$ cat config.mk
export PLATFORM = sky130hd
export DESIGN_NAME = operand_fetch
export DESIGN_NICKNAME = d
export VERILOG_FILES = /design/src/rtl/operand_fetch.sv
export SDC_FILE = /design/constraint.sdc
export NUM_CORES = 1
export LEC_CHECK = 0
export BUFFER_PORTS_ARGS = -buffer_cell sky130_fd_sc_hd__buf_2
export CAP_MARGIN = 10
export CORE_MARGIN = 2
export CORE_UTILIZATION = 51
export DETAILED_ROUTE_END_ITERATION = 10
export PLACE_DENSITY = 0.83
export SLEW_MARGIN = 0
export SYNTH_ARGS = -nofsm -noshare
export SYNTH_HDL_FRONTEND = slang
export SYNTH_SLANG_ARGS = --single-unit
$ cat constraint.sdc
create_clock -name clk -period 2.96 [get_ports clk]
set_input_delay 0.444 -clock clk [delete_from_list [all_inputs] [get_ports clk]]
set_output_delay 0.444 -clock clk [all_outputs]
set_load 0.1 [all_outputs]
$ cat src/rtl/operand_fetch.sv
// rtl/operand_fetch.sv - two-read sequencer over a single-port register file with write snooping
module operand_fetch #(
  parameter int ADDR_WIDTH = 5,
  parameter int DATA_WIDTH = 32
) (
  input  logic                  clk,
  input  logic                  rst,
  input  logic                  flush,
  input  logic                  req_valid,
  output logic                  req_ready,
  input  logic [ADDR_WIDTH-1:0] req_rs1,
  input  logic [ADDR_WIDTH-1:0] req_rs2,
  input  logic                  req_use_rs2,
  output logic                  op_valid,
  input  logic                  op_ready,
  output logic [DATA_WIDTH-1:0] op_a,
  output logic [DATA_WIDTH-1:0] op_b,
  output logic [ADDR_WIDTH-1:0] rf_read_addr,
  input  logic [DATA_WIDTH-1:0] rf_dout,
  input  logic                  rf_we,
  input  logic [ADDR_WIDTH-1:0] rf_write_addr,
  input  logic [DATA_WIDTH-1:0] rf_din
);

  localparam logic [1:0] S_IDLE  = 2'd0;
  localparam logic [1:0] S_WAIT1 = 2'd1;
  localparam logic [1:0] S_WAIT2 = 2'd2;
  localparam logic [1:0] S_OUT   = 2'd3;

  logic [1:0]            state;
  logic [ADDR_WIDTH-1:0] rs1_q;
  logic [ADDR_WIDTH-1:0] rs2_q;
  logic                  use_q;
  logic                  accept;
  logic                  hit1;
  logic                  hit2;
  logic [DATA_WIDTH-1:0] val1;
  logic [DATA_WIDTH-1:0] val2;

  assign op_valid  = (state == S_OUT);
  assign req_ready = !flush && ((state == S_IDLE) || ((state == S_OUT) && op_ready));
  assign accept    = req_valid && req_ready;

  // A write to x0 never hits: x0 is forced to zero regardless of what the regfile holds
  assign hit1 = rf_we && (rf_write_addr == rs1_q) && (rs1_q != '0);
  assign hit2 = rf_we && (rf_write_addr == rs2_q) && (rs2_q != '0);
  assign val1 = (rs1_q == '0) ? '0 : (hit1 ? rf_din : rf_dout);
  assign val2 = (rs2_q == '0) ? '0 : (hit2 ? rf_din : rf_dout);

  // Read address: rs1 is issued while idle/handing off so its data lands in WAIT1
  always_comb begin
    rf_read_addr = req_rs1;
    if ((state == S_WAIT1) || (state == S_WAIT2)) rf_read_addr = rs2_q;
  end

  // Sequencing state and latched request fields
  always_ff @(posedge clk or posedge rst) begin
    if (rst) begin
      state <= S_IDLE;
      rs1_q <= '0;
      rs2_q <= '0;
      use_q <= 1'b0;
    end else if (flush) begin
      state <= S_IDLE;
    end else begin
      case (state)
        S_IDLE: if (accept) state <= S_WAIT1;
        S_WAIT1: state <= use_q ? S_WAIT2 : S_OUT;
        S_WAIT2: state <= S_OUT;
        default: begin
          if (accept) state <= S_WAIT1;
          else if (op_ready) state <= S_IDLE;
        end
      endcase
      if (accept) begin
        rs1_q <= req_rs1;
        rs2_q <= req_rs2;
        use_q <= req_use_rs2;
      end
    end
  end

  // Operand capture from the read port, plus snoop refresh of operands already held
  always_ff @(posedge clk or posedge rst) begin
    if (rst) begin
      op_a <= '0;
      op_b <= '0;
    end else if (!flush) begin
      case (state)
        S_WAIT1: begin
          op_a <= val1;
          if (!use_q) op_b <= '0;
        end
        S_WAIT2: begin
          op_b <= val2;
          if (hit1) op_a <= rf_din;
        end
        S_OUT: begin
          if (hit1) op_a <= rf_din;
          if (use_q && hit2) op_b <= rf_din;
        end
        default: ;
      endcase
    end
  end

endmodule

==> results.cfg, run 1 <==
[run_status]
status = finished, final reports clean

[setup_path]
r2r_end = op_b[25]$_DFFE_PP0P_
start_kind = flip-flop
crit_fanout = 6
cp-end-kind = output port
worstReg2RegStart = state[0]$_DFFE_PP0P_
worst-r2r-setup-slack_ps = 390
worstPathArrival_ps = 2190
worstPathRequired_ps = 2520
reg2reg_depth = 6
crit_type = reg -> out

[clocking]
clk_latency_ps = 360
cts_tree = built
clock_sinks = 77
post-cts-setup-buffers = 0
cts_resized = 0
cts_hold_buf = 0
numCtsBuffers = 9
htreeDepth = 3
clkTransAtPathRegs_ps = 80
cts_root_buf = clkbuf_8
cts_buffer_depth = 2

[logic_synthesis]
syn-num-nets = 608
synth_top_family_by_area = compound AO/OA/AOI/OAI gates
post_synth_instance_area_um2 = 4770
syn-instance-count = 516
synth_fa_ha_area_frac = 0.0157
yosysWarnings = 0
synth.most_common_cell = dfrtp_1
synthTopCellsByArea = dfrtp_1 (40%), a31oi_1 (8.3%), a21oi_1 (6.9%)
yosysSeqAreaShare = 0.404
synth_flop_cell = dfrtp_1
synth-simple-area-share = 0.173
ys_async_sr_fraction = 1.00
synth_top_area_share = 0.404
synth_area_per_cell_um2 = 9.25
synth_mux_area_frac = 0.0419
yosysUniqueCellTypes = 38
synth-xor-area-share = 0.0183
synth_common_cells = dfrtp_1 (77), a21oi_1 (66), a31oi_1 (63)
synth_seq_cells = 77
synth_edf_count = 0
synth_top_area_cell = dfrtp_1
synth-compound-area-share = 0.290

[timing]
rsz0062_at_grt = false
final.setup.tns_ps = 0
fin_skew_ps = 10.1
period_needed_ps = 2640
hold_viol_final = 0
worst_pin_slew_ps = 1020
maxSlewViolCount = 0
slew_headroom = 0.321
fin_crit_sh = 0.890
fmax_mhz = 379
setup_viol = 0

[grt]
grt.busiest_layer = met2
globalRouteOverflowTotal = 0
globalRouteMet2Util = 0.477
grt_util_met3 = 0.0631
grt_pass1_vias = 4885
grt_pass1_wl_um = 25000
grt_usage = 0.311
met1_usage = 0.429
grt_max_degree = 65
antenna_found_initial = 0

[place]
place_inst = 741
io_buffers = 156
place_hpwl_um = 10900
place_congestion = 0.933

[detailed_routing]
dr_total_vias = 5140
drtAntennaViolNets = 0
dr.pass1.iters = 5
wirelength_um = 15500
drc = 0
wire_per_inst_um = 20.5
drt_iter0_drc = 477
vias_per_cell = 6.80

[floorplan]
die_y_um = 101
dieArea_um2 = 10200
start_util = 0.522
fp.coreArea_um2 = 9150
io_pins = 157
die_width_um = 101
rows = 35

[layout]
diodes = 0
nets = 733
syn2layout_area_growth_pct = 22.8
drive_gt1_frac = 0.374
final-instance-count-excl-fill = 756
post-route-util = 0.641

[run]
cap_violations = 0

[min_path]
worst_hold_path_type = in -> async
[sequential cells by signal, indices dropped and copies added, names as in the netlist]
| register | cells |
|---|---|
| op_a | 32 |
| rs1_q | 5 |
| use_q | 1 |
| op_b | 32 |
| rs2_q | 5 |
| state | 2 |
[layout make-up]
cell class / count / area [µm²]
fillers: 741 / 3290
multi-input cells: 375 / 2630
flip-flops and latches: 77 / 1930
repair buffers: 173 / 921
well taps: 111 / 139
clock buffers: 10 / 128
clock inverters: 5 / 100
inverters: 5 / 20.0
[per-stage QoR]
stage	area [µm²]	setup slack, ps	hold slack (ps)
4_1_cts	5860	331	182
6_report	5860	324	154
2_1_floorplan	4780	5.43	522
3_5_place_dp	5640	435	535
3_3_place_gp	5640	560	529
5_1_grt	5860	196	219
[placed cells by master (no fill, tap or decap), types with 5 or more instances in the layout]
cell type	synthesis	routed
buf_2	4	156
dfrtp_1	77	77
a21oi_1	66	65
a31oi_1	63	63
nand2_1	54	54
and4_1	32	32
nand4_1	20	20
nand3_1	19	19
a41oi_1	19	19
mux2_2	16	16
buf_4	0	16
a211oi_1	14	13
a21bo_2	13	13
o41ai_2	10	10
clkbuf_8	0	9
xnor2_1	6	6
ha_1	6	5
[critical path, stage by stage (launching register included)]
cell	delay, ps
dfrtp_1	470
inv_1	200
ha_1	500
mux2_2	380
buf_2	290
[logic make-up (layout without fill, tap and decap cells)]
group,Yosys count,in the layout
AO/OA/AOI/OAI,195,195
AND/OR/NAND/NOR,146,146
flip-flops,77,77
buffers and inverters,64,193
multiplexers,18,18
XOR/XNOR,10,10
adder cells (fa/ha/maj),6,6
[worst max-delay path by stage]
stage / slack, ps / endpoint / startpoint / cells past startpoint
final: 320 / rf_read_addr[0] / state[1]$_DFFE_PP0P_ / 4
after detailed placement: 430 / op_a[23]$_DFFE_PP0P_ / rf_write_addr[0] / 7
after floorplan: 5 / rs1_q[0]$_DFFE_PP0P_ / state[1]$_DFFE_PP0P_ / 7
after global routing: 200 / op_b[21]$_DFFE_PP0P_ / state[0]$_DFFE_PP0P_ / 6
after CTS: 330 / rf_read_addr[0] / state[1]$_DFFE_PP0P_ / 4
after global placement: 560 / op_a[30]$_DFFE_PP0P_ / rf_write_addr[3] / 7
[metal layers]
layer,up-vias,routed length [µm]
met5,-,0
met4,0,590
met3,64,1610
met2,368,6970
met1,2464,6300
li1,2244,-
Power of run 1 is left out: the tool's default activity adds up to more than one toggle a clock period on the data nets, which glitch-free logic cannot reach.
==> run 2: changes to the inputs <==
--- a/config.mk
+++ b/config.mk
@@ -5,11 +5,11 @@
 export SDC_FILE = /design/constraint.sdc
 export NUM_CORES = 1
 export LEC_CHECK = 0
-export BUFFER_PORTS_ARGS = -buffer_cell sky130_fd_sc_hd__buf_2
 export CAP_MARGIN = 10
 export CORE_MARGIN = 2
-export CORE_UTILIZATION = 51
+export CORE_UTILIZATION = 64
 export DETAILED_ROUTE_END_ITERATION = 10
+export DONT_BUFFER_PORTS = 1
 export PLACE_DENSITY = 0.83
 export SLEW_MARGIN = 0
 export SYNTH_ARGS = -nofsm -noshare
==> run 2 against run 1 <==
Clock skew rose by 1.1 ps. Die area fell by 20%. Design area fell by 14%. Sequential share of layout area rose by 5.5 points. Clock-buffer cell count rose by 3.
==> results.cfg, run 2 (synthesis gave the netlist of run 1 again) <==
[floorplan]
fp.coreArea_um2 = 7250
start_util = 0.658
rows = 31
io_pins = 157
dieArea_um2 = 8170
die_y_um = 90.4
die_width_um = 90.4

[detailed_routing]
dr.pass1.iters = 5
wirelength_um = 13800
dr_total_vias = 4374
drc = 0
vias_per_cell = 7.39
wire_per_inst_um = 23.3
drtAntennaViolNets = 0
drt_iter0_drc = 368

[timing]
hold_viol_final = 0
period_needed_ps = 2530
fmax_mhz = 395
rsz0062_at_grt = false
slew_headroom = 0.340
fin_crit_sh = 0.855
maxSlewViolCount = 0
setup_viol = 0
worst_pin_slew_ps = 990
fin_skew_ps = 11.2
final.setup.tns_ps = 0
fin_ws_ps = 429

[setup_path]
start_kind = flip-flop
worstPathRequired_ps = 3130
worstPathArrival_ps = 2700
worstReg2RegStart = rs1_q[3]$_DFFE_PP0P_
cp_slowest_cell = and2_1
max_stage_delay_ps = 640
crit_type = reg -> reg
cp-end-kind = flip-flop
crit_fanout = 20
crit_start = rs1_q[3]$_DFFE_PP0P_
cp_cell_sequence = xnor2_1, nand4_1, o31ai_4, buf_4, and2_1, a41oi_1

[place]
post_dp_cell_area_um2 = 4860
post-place-ws_ps = 456
place_congestion = 0.895
place_hpwl_um = 9530
io_buffers = 0

[clocking]
clock_sinks = 77
clkTransAtPathRegs_ps = 80
clk_latency_ps = 350
cts_tree = built
post-cts-setup-buffers = 0
numCtsBuffers = 9
cts_hold_buf = 0
cts_resized = 0
cts_buffer_depth = 2
htreeDepth = 3
cts_root_buf = clkbuf_8

[grt]
grt_pass1_wl_um = 22700
globalRouteOverflowTotal = 0
grt_usage = 0.345
grt_pass1_vias = 4266
grt_max_degree = 65
antenna_found_initial = 0

[run_status]
status = finished, final reports clean

[layout]
num-fill-cells = 582
post-route-util = 0.692
final_cell_mix = dfrtp_1 (77), a21oi_1 (65), a31oi_1 (63)
final_common_cell = dfrtp_1
final_area_um2 = 5020
multi_input_area_um2 = 2630
syn2layout_area_growth_pct = 5.08
regArea_um2 = 1930
reg_top3 = op_a (32), op_b (32)
nets = 581
diodes = 0
drive_gt1_frac = 0.176

[run]
cap_violations = 0

[min_path]
worst_hold_path_type = in -> async
## run 2: area by class of cell
| type | instances | area share |
|---|---|---|
| well taps | 99 | 0.0247 |
| clock buffers | 13 | 0.0297 |
| inverters | 5 | 0.00399 |
| flip-flops and latches | 77 | 0.384 |
| repair buffers | 21 | 0.0314 |
| clock inverters | 2 | 0.00200 |
| multi-input cells | 375 | 0.524 |
## run 2: routing by layer
| layer | GRT usage | vias up | wire length [µm] |
|---|---|---|---|
| met4 | 0.158 | 0 | 456 |
| met3 | 0.0902 | 42 | 1560 |
| met2 | 0.538 | 293 | 6530 |
| met5 | 0 | - | 0 |
| met1 | 0.452 | 2098 | 5280 |
| li1 | - | 1941 | - |
## run 2: worst paths after layout
| kind | to | slack [ps] | cells after the start |
|---|---|---|---|
| worst max-delay path | op_a[5]$_DFFE_PP0P_ | 430 | 6 |
| worst min-delay path | rs2_q[3]$_DFFE_PP0P_ | 160 | 1 |
| worst max register to register | op_a[5]$_DFFE_PP0P_ | 430 | 6 |
| min in group clk | op_b[0]$_DFFE_PP0P_ | 240 | 2 |
| max in group asynchronous | op_b[22]$_DFFE_PP0P_ | 2070 | 2 |
| worst min register to register | rs1_q[3]$_DFFE_PP0P_ | 570 | 1 |
## run 2: worst max-delay path, delay by kind of cell (launching register included)
kind / cells / cell delay, ps
and+or+nand+nor: 2 / 880
buffers and inverters: 1 / 290
xor gates and xnor gates: 1 / 190
AOI/OAI and AO/OA: 2 / 580
DFF: 1 / 410
## run 2: stage by stage
stage	hold slack (ps)	std cells
CTS	198	592
global route	226	592
finish	156	592
global placement	536	577
floorplan	522	516
detailed placement	559	577
Power of run 2 is left out for the same reason.
==> run 3: changes to the inputs <==
--- a/config.mk
+++ b/config.mk
@@ -11,7 +11,9 @@
 export DETAILED_ROUTE_END_ITERATION = 10
 export DONT_BUFFER_PORTS = 1
 export PLACE_DENSITY = 0.83
+export SETUP_SLACK_MARGIN = 0.5
 export SLEW_MARGIN = 0
 export SYNTH_ARGS = -nofsm -noshare
 export SYNTH_HDL_FRONTEND = slang
 export SYNTH_SLANG_ARGS = --single-unit
+export TNS_END_PERCENT = 20
==> run 3 against run 2 <==
Clock skew rose by 4.2 ps. Cell count did not move. Global-route usage rose by 0.46 points. Maximum frequency rose by 3.5%. Largest cell class unchanged.
==> results.cfg, run 3 (synthesis gave the netlist of run 1 again) <==
[detailed_routing]
drt_iter0_drc = 409
wire_per_inst_um = 23.9
vias_per_cell = 7.55
dr.pass1.iters = 5
drc = 0
wirelength_um = 14100
dr_total_vias = 4471
drtAntennaViolNets = 0

[layout]
final_cell_mix = dfrtp_1 (76), a21oi_1 (65), a31oi_1 (63)
syn2layout_area_growth_pct = 6.05
num-fill-cells = 541
diodes = 0
reg_top3 = op_a (32), op_b (32)
post-route-util = 0.698
drive_gt1_frac = 0.187
final_common_cell = dfrtp_1
nets = 580

[clocking]
cts_root_buf = clkbuf_8
cts_hold_buf = 0
cts_tree = built
clk_latency_ps = 370
clock_sinks = 77
htreeDepth = 3
clkTransAtPathRegs_ps = 90
cts_buffer_depth = 2
numCtsBuffers = 9

[floorplan]
die_width_um = 90.4
die_y_um = 90.4
rows = 31
fp.coreArea_um2 = 7250
io_pins = 157
start_util = 0.658
dieArea_um2 = 8170

[setup_path]
worstPathRequired_ps = 3200
worstPathArrival_ps = 2690
crit_type = reg -> reg
crit_fanout = 15
cp-end-kind = flip-flop
start_kind = flip-flop

[min_path]
worst_hold_path_type = in -> async

[place]
io_buffers = 0
place_congestion = 0.932
place_hpwl_um = 9690

[timing]
fin_skew_ps = 15.5
period_needed_ps = 2450
setup_viol = 0
fmax_mhz = 409
slew_headroom = 0.361
hold_viol_final = 0
final.setup.tns_ps = 0
fin_crit_sh = 0.826
worst_pin_slew_ps = 958
rsz0062_at_grt = true
maxSlewViolCount = 0

[grt]
grt_usage = 0.349
globalRouteOverflowTotal = 0
grt_max_degree = 65
grt_pass1_vias = 4334
antenna_found_initial = 0
grt_pass1_wl_um = 22900

[run_status]
status = finished, final reports clean

[run]
cap_violations = 0
==> run 3: changes by cell type in the layout (fill, tap and decap cells not counted), sizes merged <==
| cell | delta |
|---|---|
| clkbuf | -1 |
| buf | -1 |
| clkinv | -1 |
| bufinv | +1 |
| clkinvlp | +2 |
==> run 3: final cells by class <==
| cell class | count | area, µm² | share of cell area |
|---|---|---|---|
| clock buffers | 12 | 145 | 0.0287 |
| clock inverters | 4 | 47.5 | 0.00939 |
| inverters | 5 | 22.5 | 0.00445 |
| multi-input cells | 375 | 2650 | 0.523 |
| flip-flops and latches | 77 | 1930 | 0.381 |
| well taps | 99 | 124 | 0.0245 |
| repair buffers | 20 | 150 | 0.0297 |
==> run 3: timing repair <==
item,in CTS,in global routing
endpoints found under the setup margin,28,69
pin swaps,1,0
resized for setup,0,4
setup buffers,2,0
==> run 3: metal layers <==
metal / track usage / part of all wire / up-vias
met5: 0 / 0 / -
met4: 0.176 / 0.041 / 0
met3: 0.119 / 0.13 / 53
met2: 0.523 / 0.46 / 350
met1: 0.452 / 0.37 / 2122
li1: - / - / 1946
==> run 3: stage by stage <==
stage | instances | instance area (µm²) | hold slack [ps] | setup WS, ps
floorplan | 516 | 4820 | 522 | 526
finish | 592 | 5060 | 103 | 514
global placement | 574 | 4840 | 506 | 545
detailed placement | 574 | 4840 | 523 | 455
CTS | 592 | 5050 | 138 | 523
global route | 592 | 5060 | 172 | 405
==> run 3: final timing paths <==
| kind | startpoint | to | slack, ps | cells past startpoint |
|---|---|---|---|---|
| max | rs1_q[4]$_DFFE_PP0P_ | op_a[30]$_DFFE_PP0P_ | 510 | 6 |
| min | rst | op_a[7]$_DFFE_PP0P_ | 100 | 1 |
| max reg2reg | rs1_q[4]$_DFFE_PP0P_ | op_a[30]$_DFFE_PP0P_ | 510 | 6 |
| min reg2reg | rs1_q[1]$_DFFE_PP0P_ | rs1_q[1]$_DFFE_PP0P_ | 570 | 1 |
| max in group asynchronous | rst | state[1]$_DFFE_PP0P_ | 2010 | 2 |
| min in group clk | rf_din[4] | op_b[4]$_DFFE_PP0P_ | 210 | 2 |
==> run 3: critical path: stages, from the launching register on <==
cell and delay [ps]:
dfrtp_1 430, xnor2_1 210, nand4_1 230, o31ai_4 270, buf_4 250, nand2_1 420, o41ai_1 530
Power of run 3 is left out for the same reason.
